### config.mk
export PLATFORM = sky130hd
export DESIGN_NAME = alu_muldiv
export DESIGN_NICKNAME = d
export VERILOG_FILES = /design/src/rtl/alu_muldiv.sv
export SDC_FILE = /design/constraint.sdc
export NUM_CORES = 1
export LEC_CHECK = 0
export ABC_AREA = 1
export ABC_CLOCK_PERIOD_IN_PS = 4900
export CORE_MARGIN = 8
export CORE_UTILIZATION = 35
export DETAILED_ROUTE_END_ITERATION = 16
export PLACE_DENSITY = 0.62
export SYNTH_ARGS = -nofsm -noshare
export SYNTH_HDL_FRONTEND = slang
export SYNTH_SLANG_ARGS = --single-unit
### constraint.sdc
create_clock -name clk -period 4.9 [get_ports clk]
set_input_delay 0.735 -clock clk [delete_from_list [all_inputs] [get_ports clk]]
set_output_delay 0.735 -clock clk [all_outputs]
set_load 0.02 [all_outputs]
### src/rtl/alu_muldiv.sv
// alu_muldiv: iterative multiply/divide unit with HI/LO result registers.
// Multiply is radix-2 shift-add and divide is restoring shift-subtract. Each
// produces one bit per cycle, followed by a single sign-fixup cycle.
// Ports:
//   clk, reset        : clock (rising edge) and synchronous active-high reset
//   start, op, Sign   : request strobe, operation (00 mult, 01 div, 10 mthi,
//                       11 mtlo) and signed/unsigned operand select
//   A, B              : operands (multiplicand/dividend/move source, multiplier/divisor)
//   busy, done        : in-progress flag and one-cycle completion pulse
//   div_by_zero       : sticky divide-by-zero flag, cleared by the next accepted start
//   hi, lo            : result registers
// Optional feature macro: MULDIV_EARLY_EXIT_EN. When defined, a multiply ends as
// soon as the remaining multiplier bits are all zero.
module alu_muldiv #(
  parameter int unsigned WIDTH = 32
) (
  input  logic             clk,
  input  logic             reset,
  input  logic             start,
  input  logic [1:0]       op,
  input  logic             Sign,
  input  logic [WIDTH-1:0] A,
  input  logic [WIDTH-1:0] B,
  output logic             busy,
  output logic             done,
  output logic             div_by_zero,
  output logic [WIDTH-1:0] hi,
  output logic [WIDTH-1:0] lo
);

  localparam int unsigned W2    = 2 * WIDTH;
  localparam int unsigned CNT_W = $clog2(WIDTH);
  localparam logic [CNT_W-1:0] CNT_LAST = CNT_W'(WIDTH - 1);

  localparam logic [1:0] OP_MULT = 2'b00;
  localparam logic [1:0] OP_DIV  = 2'b01;
  localparam logic [1:0] OP_MTHI = 2'b10;
  localparam logic [1:0] OP_MTLO = 2'b11;

  typedef enum logic [2:0] {S_IDLE, S_MUL, S_DIV, S_FIX, S_DONE} state_e;

  state_e           state_q, state_d;
  logic [W2-1:0]    a_q, a_d;       // shifted multiplicand (mult)
  logic [WIDTH-1:0] b_q, b_d;       // remaining multiplier bits / divisor
  logic [W2-1:0]    acc_q, acc_d;   // product, or {remainder, dividend/quotient}
  logic [CNT_W-1:0] cnt_q, cnt_d;
  logic             is_div_q, is_div_d;
  logic             neg_res_q, neg_res_d;
  logic             neg_a_q, neg_a_d;
  logic             dz_q, dz_d;
  logic             busy_q, busy_d;
  logic             done_q, done_d;
  logic             dbz_q, dbz_d;
  logic [WIDTH-1:0] hi_q, hi_d;
  logic [WIDTH-1:0] lo_q, lo_d;

  // Operand magnitudes; the most-negative value maps to its unsigned magnitude.
  logic [WIDTH-1:0] a_mag, b_mag;
  assign a_mag = (Sign && A[WIDTH-1]) ? (WIDTH'(0) - A) : A;
  assign b_mag = (Sign && B[WIDTH-1]) ? (WIDTH'(0) - B) : B;

  // Restoring division step: shift next dividend bit into the partial remainder.
  logic [WIDTH:0] div_shift, div_diff;
  logic           div_lt;
  assign div_shift = {acc_q[W2-1:WIDTH], acc_q[WIDTH-1]};
  assign div_diff  = div_shift - {1'b0, b_q};
  assign div_lt    = div_diff[WIDTH];

  // Sign fixup of the finished magnitudes.
  logic [W2-1:0]    prod_fix;
  logic [WIDTH-1:0] quo_fix, rem_fix;
  assign prod_fix = neg_res_q ? (W2'(0) - acc_q) : acc_q;
  assign quo_fix  = neg_res_q ? (WIDTH'(0) - acc_q[WIDTH-1:0]) : acc_q[WIDTH-1:0];
  assign rem_fix  = neg_a_q ? (WIDTH'(0) - acc_q[W2-1:WIDTH]) : acc_q[W2-1:WIDTH];

  logic mul_last;
`ifdef MULDIV_EARLY_EXIT_EN
  assign mul_last = (cnt_q == CNT_LAST) || ((b_q >> 1) == '0);
`else
  assign mul_last = (cnt_q == CNT_LAST);
`endif

  // Next-state and datapath.
  always_comb begin
    state_d   = state_q;
    a_d       = a_q;
    b_d       = b_q;
    acc_d     = acc_q;
    cnt_d     = cnt_q;
    is_div_d  = is_div_q;
    neg_res_d = neg_res_q;
    neg_a_d   = neg_a_q;
    dz_d      = dz_q;
    dbz_d     = dbz_q;
    hi_d      = hi_q;
    lo_d      = lo_q;

    case (state_q)
      S_IDLE: begin
        if (start) begin
          dbz_d = 1'b0;
          case (op)
            OP_MTHI: begin
              hi_d    = A;
              state_d = S_DONE;
            end
            OP_MTLO: begin
              lo_d    = A;
              state_d = S_DONE;
            end
            default: begin
              a_d       = {{WIDTH{1'b0}}, a_mag};
              b_d       = b_mag;
              acc_d     = (op == OP_DIV) ? {{WIDTH{1'b0}}, a_mag} : '0;
              cnt_d     = '0;
              is_div_d  = (op == OP_DIV);
              neg_res_d = Sign & (A[WIDTH-1] ^ B[WIDTH-1]);
              neg_a_d   = Sign & A[WIDTH-1];
              dz_d      = (B == '0);
              state_d   = (op == OP_MULT) ? S_MUL : S_DIV;
            end
          endcase
        end
      end
      S_MUL: begin
        acc_d = acc_q + (b_q[0] ? a_q : '0);
        a_d   = a_q << 1;
        b_d   = b_q >> 1;
        cnt_d = cnt_q + CNT_W'(1);
        if (mul_last) state_d = S_FIX;
      end
      S_DIV: begin
        acc_d = {(div_lt ? div_shift[WIDTH-1:0] : div_diff[WIDTH-1:0]),
                 acc_q[WIDTH-2:0], ~div_lt};
        cnt_d = cnt_q + CNT_W'(1);
        if (cnt_q == CNT_LAST) state_d = S_FIX;
      end
      S_FIX: begin
        if (is_div_q) begin
          // Divide-by-zero leaves |A| in the remainder, so hi becomes A as issued.
          lo_d  = dz_q ? '1 : quo_fix;
          hi_d  = rem_fix;
          dbz_d = dz_q;
        end else begin
          hi_d = prod_fix[W2-1:WIDTH];
          lo_d = prod_fix[WIDTH-1:0];
        end
        state_d = S_DONE;
      end
      S_DONE:  state_d = S_IDLE;
      default: state_d = S_IDLE;
    endcase

    busy_d = (state_d == S_MUL) || (state_d == S_DIV) || (state_d == S_FIX);
    done_d = (state_d == S_DONE);
  end

  // State and output registers.
  always_ff @(posedge clk) begin
    if (reset) begin
      state_q   <= S_IDLE;
      a_q       <= '0;
      b_q       <= '0;
      acc_q     <= '0;
      cnt_q     <= '0;
      is_div_q  <= 1'b0;
      neg_res_q <= 1'b0;
      neg_a_q   <= 1'b0;
      dz_q      <= 1'b0;
      busy_q    <= 1'b0;
      done_q    <= 1'b0;
      dbz_q     <= 1'b0;
      hi_q      <= '0;
      lo_q      <= '0;
    end else begin
      state_q   <= state_d;
      a_q       <= a_d;
      b_q       <= b_d;
      acc_q     <= acc_d;
      cnt_q     <= cnt_d;
      is_div_q  <= is_div_d;
      neg_res_q <= neg_res_d;
      neg_a_q   <= neg_a_d;
      dz_q      <= dz_d;
      busy_q    <= busy_d;
      done_q    <= done_d;
      dbz_q     <= dbz_d;
      hi_q      <= hi_d;
      lo_q      <= lo_d;
    end
  end

  assign busy        = busy_q;
  assign done        = done_q;
  assign div_by_zero = dbz_q;
  assign hi          = hi_q;
  assign lo          = lo_q;

endmodule
==> impl_metrics.yaml <==
power_and_ir_drop:
  power_density_mw_per_mm2: 242.2
  leakage_uw: 0.01402
  ir_worst_vdd_mv: 0.2657
  finalPower_uw: 6436
floorplanning:
  die_area_mm2: 0.07566
  start_util: 0.3517
  boundaryPins: 137
  fp-row-count: 95
  die_x_um: 275.1
  fp.coreArea_mm2: 0.06680
  die_y_um: 275.1
final_layout:
  diodes: 0
  layoutNonFillerInstCount: 5322
  drive_gt1_frac: 0.02832
  fin_area_mm2: 0.02658
  final_nets: 4598
  fill_cells: 7507
  syn_to_final_growth_pct: 13.13
worst_hold_path:
  hold_path.class: "reg -> reg"
  hold_start: "a_q[63]$_SDFFE_PP0P_"
logic_synthesis:
  syn_avg_cell_area_um2: 5.372
  async_reset_ff_frac: 0
  netlist_area_mm2: 0.02349
  synthTopCellsByArea: "nand2_1 25%, dfxtp_1 20%, inv_1 12%, nand3_1 7.8%, nor2_1 5.8%"
  synth_top_cell_by_area: "nand2_1"
  ys_types: 48
  synth_seq_area_share: 0.2037
  synth_flop_cell: "dfxtp_1"
  synth_top_family_by_area: "simple AND/OR/NAND/NOR gates"
  synth_top_area_frac: 0.2485
  ys_seq_elements: 239
  synth_compound_area_frac: 0.1452
  synth_xor_area_frac: 0.01864
  synth_fp_nets: 4546
  synth-simple-area-share: 0.4288
  synth_edf_count: 0
  synthAdderAreaFrac: 0.05550
  synth_mux_area_frac: 0
  synth_warnings: 0
  syn_inst: 4373
placement:
  place.gp.congestion: 1.008
  placedInstanceArea_mm2: 0.02555
  place_inst: 5266
  hpwl_um: 85310
  place_ws_ps: 1297
  io_buffers: 136
global_route:
  overflow: 0
  antenna_found_initial: 2
  grt_pass1_vias: 25166
  grt_max_degree: 89
  grt_pass1_wl_um: 156200
  grtUsageTotal: 0.2693
clock_network:
  clkTransAtPathRegs_ps: 70
  post_cts_buffers: 0
  cts_inserted_buffers: 30
  cts_resized: 0
  cts-hold-fix-buffers: 0
  cts_max_level: 1
  root_buffer: "clkbuf_16"
  clockBufferDepth: 3
  clock-sinks: 239
  cts_tree: "yes"
  clock_latency_ps: 630
run:
  cap_violations: 0
drt:
  initialDrtViolationCount: 3056
  firstDrtPassIters: 8
  wl_per_cell_um: 19.95
  vias: 27907
  route.antenna.remaining_nets: 0
  viasPerCell: 5.244
  routed_wl_um: 106200
  drt_drc_violations_left: 0
setup_path:
  critPathCaptureType: "register"
  startpoint: "acc_q[32]$_SDFFE_PP0P_"
  cp-start-kind: "register"
  timing.rr.start: "acc_q[32]$_SDFFE_PP0P_"
  critPathArrivalTime_ps: 3830
  crit_fanout: 33
  cp.required_ps: 5420
  crit_type: "reg -> reg"
timing:
  tns_ps: 0
  setup_viol: 0
  skew_ps: 33.10
  period_share: 0.6760
  setup_ws_ps: 1588
  fin_crit_ps: 3312
  clock.fmax_mhz: 301.9
  slew_violations: 0
  grt_setup_unrepaired: "no"
  relSlewSlack: 0.2546
  hold_violations: 0
  worst_pin_slew_ps: 1117
outcome:
  status: "finished, final reports clean"
-- final cells by class --
type | instances | area, um^2 | share of cell area
multi-input cells | 3224 | 15240 | 0.5736
clock inverters | 17 | 197.7 | 0.007439
clock buffers | 39 | 824.5 | 0.03103
flip-flops and latches | 239 | 4787 | 0.1801
inverters | 771 | 2898 | 0.1090
well taps | 873 | 1092 | 0.04110
repair buffers | 159 | 1531 | 0.05763
-- cell usage after synthesis (5+ instances only) --
master / n
inv_1: 759
o31ai_1: 8
dfxtp_1: 239
nand3_1: 368
nand4_1: 38
nand2_1: 1555
o21ai_1: 10
xnor2_1: 14
ha_1: 101
a31oi_1: 85
clkbuf_1: 95
buf_1: 14
o211ai_1: 31
and2_1: 6
a21oi_1: 265
nand3b_1: 24
or2_2: 22
xor2_1: 36
inv_2: 9
buf_4: 5
o21ai_0: 183
nor2_1: 364
buf_2: 23
o22ai_1: 13
o21bai_1: 9
nor3_1: 51
-- logic make-up (layout without fill, tap and decap cells) --
family,count (synthesis),count (layout)
AND/OR/NAND/NOR,2449,2449
buffers and inverters,910,986
AO/OA/AOI/OAI,622,622
flip-flops,239,239
adder cells (fa/ha/maj),103,103
XOR/XNOR,50,50
-- routing by layer --
metal  part of all wire  vias to the layer above  routed length [um]  global-route usage
met1               0.42                    12609               44460              0.3451
met5            0.00025                        -                  27                   0
li1                   -                    13879                   -                   -
met4              0.060                        4                6410              0.1367
met3              0.076                      275                8030             0.04128
met2               0.44                     1140               47230              0.4357
-- registers in the layout (all words and copies together) (netlist names), 3 cells and up --
name     cells
a_q         64
acc_q       64
b_q         32
hi          32
lo          32
cnt_q        5
state_q      3
-- worst paths after layout --
kind | to | slack (ps) | cells after the start
setup / recovery | acc_q[52]$_SDFFE_PP0P_ | 1590 | 18
hold / removal | a_q[63]$_SDFFE_PP0P_ | 470 | 2
setup reg to reg | acc_q[52]$_SDFFE_PP0P_ | 1590 | 18
hold reg to reg | a_q[63]$_SDFFE_PP0P_ | 470 | 2
-- metrics by stage --
| step | hold WS (ps) | util |
|---|---|---|
| finish | 468.5 | 0.3978 |
| global placement | 450.6 | 0.3825 |
| detailed placement | 461.9 | 0.3825 |
| CTS | 471.0 | 0.3978 |
| floorplan | 440.1 | - |
| global route | 483.8 | 0.3978 |
-- report_power, final --
group	internal, uW	switching [uW]	leakage [uW]
Sequential	2050	127	0.00195
Clock	1310	1070	0.000479
Combinational	586	1300	0.0116
Total	3940	2490	0.0140
-- critical path, cell delays in order (launching register included) --
cell and delay [ps]:
dfxtp_1 640, inv_1 310, fa_1 490, inv_1 120
nand2_1 60, nand2_1 90, nand3_1 70, nand2_1 130
nand2_1 80, nand2_2 80, nand2_2 80, nand2_1 100
nand2_2 110, nand2_4 310, nand2_1 200, nand3_1 120
nand3_1 90, nand2_1 70, inv_1 50
-- placed cells by master (no fill, tap or decap), types with 5 or more instances in the layout --
cell / netlist / layout
a21oi_1: 265 / 265
a31oi_1: 85 / 85
and2_1: 6 / 6
buf_4: 5 / 24
clkbuf_1: 95 / 5
clkbuf_16: 0 / 30
clkdlybuf4s50_1: 0 / 135
clkinvlp_4: 0 / 6
dfxtp_1: 239 / 237
ha_1: 101 / 101
inv_1: 759 / 759
inv_2: 9 / 9
nand2_1: 1555 / 1555
nand3_1: 368 / 368
nand3b_1: 24 / 24
nand4_1: 38 / 38
nor2_1: 364 / 364
nor3_1: 51 / 51
o211ai_1: 31 / 31
o21ai_0: 183 / 183
o21ai_1: 10 / 10
o21bai_1: 9 / 9
o22ai_1: 13 / 13
o31ai_1: 8 / 8
or2_2: 22 / 22
xnor2_1: 14 / 14
xor2_1: 36 / 36
Power figures use the tool's default switching activity.
